File: src/rtl/l1_prefetch_pkg.sv
// Shared constants, FSM states and width helpers for the L1 stride prefetcher.
package l1_prefetch_pkg;

    localparam logic [4:0] M_XRD = 5'd0;
    localparam logic [4:0] M_XWR = 5'd1;

    typedef enum logic {
        ST_IDLE  = 1'b0,
        ST_ISSUE = 1'b1
    } pf_state_e;

    typedef struct packed {
        logic        valid;
        logic [63:0] last;
        logic [31:0] stride;
        logic [1:0]  conf;
    } stream_max_t;

    function automatic int line_w(input int addr_bits, input int line_shift);
        return addr_bits - line_shift;
    endfunction

endpackage

File: src/rtl/l1_stride_prefetcher_queue.sv
// Synchronous FIFO of prefetch requests; full is judged before any same-cycle pop.
module prefetch_queue
    import l1_prefetch_pkg::*;
#(
    parameter int W     = 41,
    parameter int DEPTH = 4
) (
    input  logic         clock,
    input  logic         reset,
    input  logic         i_push,
    input  logic [W-1:0] i_data,
    output logic         o_full,
    output logic         o_valid,
    input  logic         i_ready,
    output logic [W-1:0] o_data
);

    localparam int PW = $clog2(DEPTH);

    logic [W-1:0] r_mem [DEPTH];
    logic [PW:0]  r_wp;
    logic [PW:0]  r_rp;
    logic         w_empty;

    assign w_empty = (r_wp == r_rp);
    assign o_full  = (r_wp[PW] != r_rp[PW]) &&
                     (r_wp[PW-1:0] == r_rp[PW-1:0]);
    assign o_valid = !w_empty;
    assign o_data  = w_empty ? '0 : r_mem[r_rp[PW-1:0]];

    always_ff @(posedge clock) begin
        if (!reset) begin
            r_wp <= '0;
            r_rp <= '0;
        end else begin
            if (i_push && !o_full) r_wp <= r_wp + 1'b1;
            if (o_valid && i_ready) r_rp <= r_rp + 1'b1;
        end
    end

    always_ff @(posedge clock) begin
        if (i_push && !o_full) r_mem[r_wp[PW-1:0]] <= i_data;
    end

endmodule

File: src/rtl/l1_stride_prefetcher.sv
// Multi-stream stride prefetcher trained on delayed L1 miss flags.
module l1_stride_prefetcher
    import l1_prefetch_pkg::*;
#(
    parameter int ADDR_BITS   = 40,
    parameter int TAG_BITS    = 8,
    parameter int CMD_BITS    = 5,
    parameter int SIZE_BITS   = 2,
    parameter int LINE_SHIFT  = 6,
    parameter int STREAMS     = 4,
    parameter int STRIDE_BITS = 12,
    parameter int DEGREE      = 2,
    parameter int CONF_THRESH = 1,
    parameter int QDEPTH      = 4,
    parameter int PAGE_SHIFT  = 12,
    parameter int WRITE_HINT  = 1
) (
    input  logic                 clock,
    input  logic                 reset,
    input  logic                 cpu_req_valid,
    input  logic [ADDR_BITS-1:0] cpu_req_bits_addr,
    input  logic [TAG_BITS-1:0]  cpu_req_bits_tag,
    input  logic [CMD_BITS-1:0]  cpu_req_bits_cmd,
    input  logic [SIZE_BITS-1:0] cpu_req_bits_size,
    input  logic                 cpu_req_bits_signed,
    input  logic                 cpu_miss,
    input  logic                 cfg_enable,
    input  logic                 dmem_ready,
    output logic                 dmem_valid,
    output logic [ADDR_BITS-1:0] dmem_bits_addr,
    output logic                 dmem_bits_write
);

    localparam int LW = line_w(ADDR_BITS, LINE_SHIFT);
    localparam int SB = STRIDE_BITS;
    localparam int PG = PAGE_SHIFT - LINE_SHIFT;
    localparam int VW = (STREAMS > 1) ? $clog2(STREAMS) : 1;
    localparam int KW = 4;

    typedef struct packed {
        logic          valid;
        logic [LW-1:0] last;
        logic [SB-1:0] stride;
        logic [1:0]    conf;
    } stream_t;

    logic w_unused;
    assign w_unused = ^{cpu_req_bits_tag, cpu_req_bits_size,
                        cpu_req_bits_signed,
                        cpu_req_bits_addr[LINE_SHIFT-1:0]};

    logic          r_s1_v, r_s2_v, r_s1_st, r_s2_st;
    logic [LW-1:0] r_s1_l, r_s2_l;
    logic          w_req_ok;

    assign w_req_ok = cpu_req_valid &&
        (cpu_req_bits_cmd == CMD_BITS'(M_XRD) ||
         cpu_req_bits_cmd == CMD_BITS'(M_XWR));

    always_ff @(posedge clock) begin
        if (!reset) begin
            r_s1_v  <= 1'b0;
            r_s2_v  <= 1'b0;
            r_s1_st <= 1'b0;
            r_s2_st <= 1'b0;
            r_s1_l  <= '0;
            r_s2_l  <= '0;
        end else begin
            r_s1_v  <= w_req_ok;
            r_s1_l  <= cpu_req_bits_addr[ADDR_BITS-1:LINE_SHIFT];
            r_s1_st <= (cpu_req_bits_cmd == CMD_BITS'(M_XWR));
            r_s2_v  <= r_s1_v;
            r_s2_l  <= r_s1_l;
            r_s2_st <= r_s1_st;
        end
    end

    stream_t        r_tab [STREAMS];
    logic [VW-1:0]  r_victim;
    logic [LW:0]    w_d [STREAMS];
    logic           w_hit, w_inv, w_train, w_dzero, w_fire;
    logic [VW-1:0]  w_hit_idx, w_inv_idx, w_alloc_idx;
    logic [SB-1:0]  w_hd;
    logic [1:0]     w_conf;
    logic [LW-SB+1:0] w_top;

    always_comb begin
        w_hit     = 1'b0;
        w_inv     = 1'b0;
        w_hit_idx = '0;
        w_inv_idx = '0;
        w_top     = '0;
        for (int i = STREAMS - 1; i >= 0; i--) begin
            w_d[i] = {1'b0, r_s2_l} - {1'b0, r_tab[i].last};
            w_top  = w_d[i][LW:SB-1];
            if (r_tab[i].valid && (&w_top || ~|w_top)) begin
                w_hit     = 1'b1;
                w_hit_idx = VW'(i);
            end
            if (!r_tab[i].valid) begin
                w_inv     = 1'b1;
                w_inv_idx = VW'(i);
            end
        end
    end

    pf_state_e r_state, w_state_nxt;

    assign w_train     = r_s2_v && cpu_miss && cfg_enable;
    assign w_hd        = w_d[w_hit_idx][SB-1:0];
    assign w_dzero     = (w_d[w_hit_idx] == '0);
    assign w_alloc_idx = w_inv ? w_inv_idx : r_victim;
    assign w_conf      = (w_hd != r_tab[w_hit_idx].stride) ? 2'd0 :
                         (r_tab[w_hit_idx].conf == 2'd3) ? 2'd3 :
                         r_tab[w_hit_idx].conf + 2'd1;
    assign w_fire      = w_train && w_hit && !w_dzero &&
                         (w_conf >= 2'(CONF_THRESH)) && (r_state == ST_IDLE);

    always_ff @(posedge clock) begin
        if (!reset) begin
            for (int i = 0; i < STREAMS; i++) r_tab[i] <= '0;
            r_victim <= '0;
        end else if (w_train) begin
            if (w_hit) begin
                if (!w_dzero) begin
                    r_tab[w_hit_idx].stride <= w_hd;
                    r_tab[w_hit_idx].conf   <= w_conf;
                    r_tab[w_hit_idx].last   <= r_s2_l;
                end
            end else begin
                r_tab[w_alloc_idx] <= '{valid: 1'b1, last: r_s2_l,
                                        stride: '0, conf: 2'd0};
                if (!w_inv)
                    r_victim <= (r_victim == VW'(STREAMS - 1)) ?
                                '0 : r_victim + 1'b1;
            end
        end
    end

    logic [LW-1:0]   r_base, r_last_push;
    logic [SB-1:0]   r_bstride;
    logic            r_bstore;
    logic [KW-1:0]   r_k;
    logic [LW+1:0]   w_step, w_sum;
    logic [LW-1:0]   w_p;
    logic            w_abort, w_dup, w_lastk, w_push, w_kinc, w_full;

    // Two guard bits expose any carry or borrow out of the line-number width.
    assign w_step  = (LW + 2)'(r_k) *
                     {{(LW + 2 - SB){r_bstride[SB-1]}}, r_bstride};
    assign w_sum   = {2'b00, r_base} + w_step;
    assign w_p     = w_sum[LW-1:0];
    assign w_abort = (|w_sum[LW+1:LW]) || (w_p[LW-1:PG] != r_base[LW-1:PG]);
    assign w_dup   = (w_p == r_last_push);
    assign w_lastk = (r_k == KW'(DEGREE));

    always_comb begin
        w_state_nxt = r_state;
        w_push      = 1'b0;
        w_kinc      = 1'b0;
        unique case (r_state)
            ST_IDLE: begin
                if (w_fire) w_state_nxt = ST_ISSUE;
            end
            ST_ISSUE: begin
                if (w_abort) begin
                    w_state_nxt = ST_IDLE;
                end else if (w_dup) begin
                    w_kinc = 1'b1;
                    if (w_lastk) w_state_nxt = ST_IDLE;
                end else if (!w_full) begin
                    w_push = 1'b1;
                    w_kinc = 1'b1;
                    if (w_lastk) w_state_nxt = ST_IDLE;
                end
            end
        endcase
    end

    always_ff @(posedge clock) begin
        if (!reset) r_state <= ST_IDLE;
        else        r_state <= w_state_nxt;
    end

    always_ff @(posedge clock) begin
        if (!reset) begin
            r_base      <= '0;
            r_bstride   <= '0;
            r_bstore    <= 1'b0;
            r_k         <= '0;
            r_last_push <= '0;
        end else begin
            if (w_fire) begin
                r_base    <= r_s2_l;
                r_bstride <= w_hd;
                r_bstore  <= r_s2_st;
                r_k       <= KW'(1);
            end else if (w_kinc) begin
                r_k <= r_k + 1'b1;
            end
            if (w_push) r_last_push <= w_p;
        end
    end

    logic [ADDR_BITS:0] w_qin, w_qout;

    assign w_qin = {w_p, {LINE_SHIFT{1'b0}},
                    (WRITE_HINT != 0) && r_bstore};
    assign dmem_bits_addr  = w_qout[ADDR_BITS:1];
    assign dmem_bits_write = w_qout[0];

    prefetch_queue #(
        .W     (ADDR_BITS + 1),
        .DEPTH (QDEPTH)
    ) u_queue (
        .clock   (clock),
        .reset   (reset),
        .i_push  (w_push),
        .i_data  (w_qin),
        .o_full  (w_full),
        .o_valid (dmem_valid),
        .i_ready (dmem_ready),
        .o_data  (w_qout)
    );

endmodule

File: config.mk
export PLATFORM = sky130hd
export DESIGN_NAME = l1_stride_prefetcher
export DESIGN_NICKNAME = d
export VERILOG_FILES = /design/src/rtl/l1_prefetch_pkg.sv /design/src/rtl/l1_stride_prefetcher_queue.sv /design/src/rtl/l1_stride_prefetcher.sv
export SDC_FILE = /design/constraint.sdc
export NUM_CORES = 1
export LEC_CHECK = 0
export CORE_MARGIN = 5
export CORE_UTILIZATION = 49
export CTS_CLUSTER_SIZE = 10
export DETAILED_ROUTE_END_ITERATION = 6
export GPL_TIMING_DRIVEN = 0
export PLACE_DENSITY = 0.77
export SLEW_MARGIN = 20
export SYNTH_ARGS = -nofsm -noshare
export SYNTH_HDL_FRONTEND = slang
export SYNTH_SLANG_ARGS = --single-unit
File: constraint.sdc
create_clock -name clock -period 11.05 [get_ports clock]
set_input_delay 1.6575 -clock clock [delete_from_list [all_inputs] [get_ports clock]]
set_output_delay 1.6575 -clock clock [all_outputs]
set_load 0.02 [all_outputs]
==> key figures, run 1 <==
STA
  – Tightest slew margin relative to the limit: 27.5%
  – Pins Over Slew Limit: 0
  – Final period util: 93.6%
  – RSZ-0062 raised after global routing: false
  – Worst hold slack: 424 ps
  – Final hold vios: 0
  – Clk_skew: 24.9 ps
  – Tmin final: 10,340 ps
  – Setup TNS: 0 ps
  – Worst-Margin Slew: 1080 ps
  – Final setup fails: 0
  – PnR worst setup slack: 710 ps
  – FMAX: 96.7 MHz

Critical path
  – R2R Path End: r_last_push[31]$_SDFFE_PN0P_
  – CP Capture Type: flop
  – R2r setup slk: 710 ps
  – Max FO, Critical Path: 22
  – WP buf/inv: 6
  – Critical path required time: 11,540 ps
  – Crit path DAT: 10,830 ps
  – Delay-heaviest family, CP: buffers and inverters
  – Reg2Reg Depth: 26
  – Crit-path max cell delay: 870 ps
  – Crit path launch type: flop
  – Reg2reg start: r_k[0]$_SDFFE_PN0P_
  – Crit-path most repeated cell: clkbuf_1
  – CP max stage cell: nor4_1
  – WS Path Type: flop to flop
  – Crit path depth: 26

Floorplanning
  – I/O Pins: 104
  – Die width: 287 um
  – CORE AREA: 75,900 sq um
  – Die area: 82,300 sq um
  – Row Count: 101
  – Die height: 287 um
  – Initial Util: 49.5%

Route
  – Vias: 32,600
  – Antenna Nets Post-Route: 0
  – DR pass1 iterations: 7
  – DR iter-0 viols: 3,174
  – Final WL: 115,000 um
  – Residual DRC: 1
  – Via density per instance: 6.11
  – Routed length per instance: 21.5 um

Worst hold path
  – Hold Crit Depth: 1
  – Worst hold path class: flop to flop
  – Hold path startpoint: r_s1_l[18]$_SDFF_PN0_
  – Hold Path Sink: r_s2_l[18]$_SDFF_PN0_

Synth
  – Synth area leaders: edfxtp_1 26%, dfxtp_1 8.9%, ha_1 7.2%
  – Post-synth EDFFs: 328
  – Number of synthesized register bits: 496
  – Yosys top cell by area: edfxtp_1
  – Synth Flop Type: edfxtp_1
  – Sequential cell area fraction in the yosys report: 35.2%
  – Synth cell count leaders: 328 x edfxtp_1, 311 x nor2_1, 288 x and2_1, 280 x a21oi_1, 261 x inv_1
  – FFs w/ async S/R, synth: 0%
  – Most frequent cell after synthesis: edfxtp_1
  – Post-synthesis cell count: 4,102
  – Synth unique cells: 111
  – Post-synth top area share: 26.2%
  – Syn avg cell area: 9.16 sq um
  – Synth warn: 0
  – Cell Area, Synth: 37,600 sq um

CTS
  – CTS Buffer Depth: 3
  – Root Buffer Master: clkbuf_16
  – Worst skew pair latency: 640 ps
  – Clock slew at reported path FFs: 60 ps
  – Htree depth: 2
  – CTS tree: done
  – Clk sinks: 496
  – Post-CTS resize count: 0
  – Setup Fix Bufs, Post-CTS: 0
  – Hold_buf cts: 0
  – Total CTS buffers: 57

Pwr
  – Pleak: 16.7 nW
  – Power density over the cells: 109 nW/um^2
  – Final Total Pwr: 4.55 mW
  – Peak supply drop: 0.117 mV

Final layout
  – Cell area after layout: 41,600 sq um
  – Fin cells: 5,332
  – Synth-to-layout area growth: 10.8%
  – Nets: 4,614
  – Layout Utilization: 54.8%
  – Fillers: 6,766
  – Share of cells above drive strength 1: 5.91%

GRT
  – First-pass GRT wire length: 177,000 um
  – Initial antenna violation count: 5
  – Vias in the first global route: 30,800
  – Grt ovf: 0
  – Pin count of the biggest net entering global routing: 47
  – Gr usage total: 27.1%

Place
  – Gpl congestion: 1.02
  – Post-DP Area: 39,900 sq um
  – Setup WS pre-CTS: 1240 ps
  – Placed insts: 5,226
  – Port Buf Inserts: 80
  – Post-DP HPWL: 87,500 um

Outcome
  – Status: finished with violations
  – Failing checks: design-rule violations

Flow run
  – Max Cap Viol: 0
## worst max-delay path by stage
| stage | startpoint | end | slack [ps] |
|---|---|---|---|
| 2_1_floorplan | r_s2_l[0]$_SDFF_PN0_ | r_tab[3][10]$_DFFE_PP_ | 2640 |
| 3_3_place_gp | r_s2_l[1]$_SDFF_PN0_ | r_tab[3][47]$_DFFE_PP_ | -870 |
| 3_5_place_dp | r_k[0]$_SDFFE_PN0P_ | r_last_push[31]$_SDFFE_PN0P_ | 1240 |
| 4_1_cts | r_k[0]$_SDFFE_PN0P_ | r_last_push[31]$_SDFFE_PN0P_ | 1170 |
| 5_1_grt | r_k[0]$_SDFFE_PN0P_ | u_queue.r_wp[1]$_SDFFE_PN0P_ | 370 |
| 6_report | r_k[0]$_SDFFE_PN0P_ | r_last_push[31]$_SDFFE_PN0P_ | 710 |
## per-layer routing
| layer | track usage, % | vias up | wire length [um] |
|---|---|---|---|
| met5 | 0 | - | 0 |
| met4 | 9.79 | 0 | 4570 |
| met3 | 6.17 | 231 | 12300 |
| met2 | 40.2 | 1424 | 48400 |
| met1 | 38.9 | 15600 | 49200 |
| li1 | - | 15300 | - |
## sequential cells by signal (all words and copies together) (netlist names), 2 cells and up, named ones only
| signal | cells |
|---|---|
| u_queue.r_wp | 3 |
| u_queue.r_rp | 3 |
| r_s1_l | 34 |
| r_tab | 188 |
| r_victim | 2 |
| r_bstride | 12 |
| r_k | 4 |
| r_s2_l | 34 |
| r_base | 34 |
| u_queue.r_mem | 140 |
| r_last_push | 34 |
## power breakdown
group          switching, mW  leakage [nW]  internal [mW]
combinational          0.469          11.1          0.259
sequential            0.0428          4.80           2.00
clock                  0.768         0.828           1.01
total                   1.28          16.7           3.27
## cells in the final DEF, fill, tap and decap left out, types with 42 or more instances in the layout
master / synthesis / final
nor2_1: 311 / 311
nor2b_1: 62 / 62
clkdlybuf4s50_1: 0 / 80
a211oi_1: 44 / 43
clkbuf_16: 0 / 58
edfxtp_1: 328 / 328
clkbuf_1: 136 / 173
mux2i_1: 74 / 74
dfxtp_1: 168 / 168
xor2_1: 69 / 69
a21oi_1: 280 / 280
o21a_1: 42 / 42
fa_1: 81 / 81
nor3_1: 102 / 102
inv_1: 261 / 260
nand3_1: 105 / 105
o21ai_0: 204 / 204
ha_1: 216 / 216
a21o_1: 51 / 51
nand4_1: 122 / 122
and2_1: 288 / 283
nand2b_1: 54 / 54
and3_1: 42 / 42
nor4_1: 47 / 47
xnor2_1: 126 / 126
nand2_1: 249 / 246
## kinds of logic (layout without fill, tap and decap cells)
logic type,after synthesis,in the layout,share of synthesized area (%)
AND/OR/NAND/NOR,1568,1568,22.6
adder cells (fa/ha/maj),297,297,11.5
other,1,7,0.00998
AO/OA/AOI/OAI,963,963,16.6
flip-flops,496,496,35.2
buffers and inverters,462,656,5.02
multiplexers,117,117,4.34
XOR/XNOR,198,198,4.73
## cell type report
type	count	area [sq um]	area share (%)
multi-input combinational	3149	22600	54.2
timing repair buffer	89	950	2.28
clock buffer	100	1660	3.99
tap	1030	1290	3.10
sequential	496	13200	31.7
inverter	262	983	2.36
clock inverter	5	68.8	0.165
antenna	1	2.50	0.00601
buffer	200	902	2.17
(Power assumes the default switching activity.)
==> run 2, diff against run 1 <==
Settings changed: CTS_CLUSTER_SIZE 10 to 30, PLACE_DENSITY 0.77 to 0.65.
Clock period 11.05 ns to 11.2 ns, I/O delays scaled along.
==> run 2 against run 1 <==
The flow now finishes without violations. Flip-flop and latch count stayed put. Hold slack better by 6.0 ps. Critical path depth stayed put. Via count is 0.24% lower. First-iteration DRC count is 0.69% higher. Count of clock-buffer cells in the layout is 26 lower. Clock power is 4% higher. Design area is 0.32% higher. Sequential share of layout area is 0.10 points lower.
==> key figures, run 2 (synthesized netlist as in run 1, its figures left out) <==
Route
  – Routed length per instance: 21.8 um
  – DR iter-0 viols: 3,196
  – Antenna Nets Post-Route: 0
  – Residual DRC: 0
  – Vias: 32,500
  – Via density per instance: 6.10
  – Final WL: 116,000 um
  – DR pass1 iterations: 5

STA
  – RSZ-0062 raised after global routing: false
  – Tmin final: 10,230 ps
  – Final setup fails: 0
  – Final hold vios: 0
  – Tightest slew margin relative to the limit: 21.7%
  – Final period util: 91.4%
  – Clk_skew: 68.3 ps
  – FMAX: 97.7 MHz
  – PnR worst setup slack: 966 ps
  – Worst-Margin Slew: 1180 ps
  – Pins Over Slew Limit: 0

GRT
  – Grt ovf: 0
  – First-pass GRT wire length: 178,000 um
  – Initial antenna violation count: 5
  – Vias in the first global route: 30,000
  – Gr usage total: 27.5%
  – Pin count of the biggest net entering global routing: 47

Pwr
  – Sequential Power Share: 43.9%
  – Comb power frac: 15.7%
  – Final Total Pwr: 4.59 mW
  – Peak supply drop: 0.113 mV
  – Clock share of power: 40.4%
  – Net Sw Power: 1.30 mW
  – Switching power share of the total: 28.2%
  – Cell Int Power: 3.30 mW
  – Pleak: 16.8 nW
  – Power density over the cells: 110 nW/um^2

Final layout
  – Biggest register: r_tab
  – Fillers: 6,930
  – # diodes: 0
  – Synth-to-layout area growth: 11.1%
  – Fin cells: 5,328
  – Share of cells above drive strength 1: 6.31%
  – Nets: 4,613
  – Max reg flops: 188
  – Most common cell after layout, fill and taps aside: edfxtp_1
  – Commonest non-fill, non-tap cells in the layout: 328 x edfxtp_1, 311 x nor2_1, 283 x and2_1
  – Cell area after layout: 41,800 sq um

Critical path
  – WS Path Type: flop to flop
  – Crit-path max cell delay: 870 ps
  – Critical path required time: 11,710 ps
  – Crit-path most repeated cell: clkbuf_1
  – Crit path launch type: flop
  – CP Capture Type: flop
  – R2r setup slk: 970 ps
  – CP max stage cell: nor4_1
  – Crit path DAT: 10,740 ps
  – Max FO, Critical Path: 22

CTS
  – Worst skew pair latency: 660 ps
  – Total CTS buffers: 56
  – Root Buffer Master: clkbuf_16
  – CTS Buffer Depth: 3
  – CTS tree: done
  – Clock slew at reported path FFs: 70 ps
  – Setup Fix Bufs, Post-CTS: 0
  – Post-CTS resize count: 0
  – Clk sinks: 496
  – Htree depth: 2
  – Hold_buf cts: 0

Floorplanning
  – I/O Pins: 104
  – Initial Util: 49.5%
  – Die width: 287 um
  – CORE AREA: 75,900 sq um
  – Row Count: 101
  – Die area: 82,300 sq um
  – Die height: 287 um

Place
  – Port Buf Inserts: 80
  – Setup WS pre-CTS: 1380 ps
  – Gpl congestion: 1.00
  – Post-DP Area: 39,900 sq um
  – Placed insts: 5,226
  – Post-DP HPWL: 89,700 um

Outcome
  – Status: finished clean

Worst hold path
  – Worst hold path class: flop to flop

Flow run
  – Max Cap Viol: 0
-- run 2: cell types whose count changed in the layout (fill, tap and decap cells not counted), moves of 3 or more --
cell,change
bufinv_16,+3
clkinv_2,+5
clkinv_4,+3
clkbuf_1,-28
clkinv_1,+7
-- run 2: worst max-delay path: cells and delay by family, from the launching register on --
kind | cells | cell delay, ps
AO/OA/AOI/OAI | 5 | 2000
XOR/XNOR | 1 | 290
adder cells (fa/ha/maj) | 4 | 1510
flip-flops | 1 | 510
buffers and inverters | 6 | 2790
AND/OR/NAND/NOR | 9 | 2710
multiplexers | 1 | 280
-- run 2: layout make-up --
class                           instances  area [sq um]  area share (%)
Inverter                              262           983            2.35
Timing Repair Buffer                   89           946            2.27
Clock buffer                           74          1590            3.80
Multi-Input combinational cell       3149         22600            54.0
Clock inverter                         28           284           0.680
Buffer                                200           902            2.16
Sequential cell                       496         13200            31.6
Tap cell                             1030          1290            3.09
-- run 2: metrics by stage --
step | setup TNS (ps) | hold WS [ps] | utilization, %
finish | 0 | 430 | 55.0
global route | 0 | 441 | 55.0
CTS | 0 | 431 | 55.0
detailed placement | 0 | 417 | 52.5
global placement | -57920 | 416 | 52.3
floorplan | 0 | 412 | -
-- run 2: metal layers --
metal	track usage, %	vias to the layer above	wire, um
met1	42.8	15700	54800
li1	-	15300	-
met4	6.19	0	2690
met3	4.19	160	10400
met2	40.3	1338	48100
met5	0	-	0
-- run 2: worst paths after layout --
kind	start	endpoint	depth (start not counted)
worst max register to register	r_k[0]$_SDFFE_PN0P_	u_queue.r_wp[1]$_SDFFE_PN0P_	26
worst max-delay path	r_k[0]$_SDFFE_PN0P_	u_queue.r_wp[1]$_SDFFE_PN0P_	26
worst min register to register	r_s1_l[22]$_SDFF_PN0_	r_s2_l[22]$_SDFF_PN0_	1
worst min-delay path	r_s1_l[22]$_SDFF_PN0_	r_s2_l[22]$_SDFF_PN0_	1
-- run 2: power by group through the flow --
stage | Combinational [mW] | Clock (mW) | Sequential [mW]
6_report | 0.721 | 1.86 | 2.01
5_1_grt | 0.785 | 1.97 | 2.01
4_1_cts | 0.703 | 1.89 | 2.01
3_5_place_dp | 0.700 | 0 | 2.05
3_3_place_gp | 0.695 | 0 | 2.05
2_1_floorplan | 0.507 | 0 | 2.02
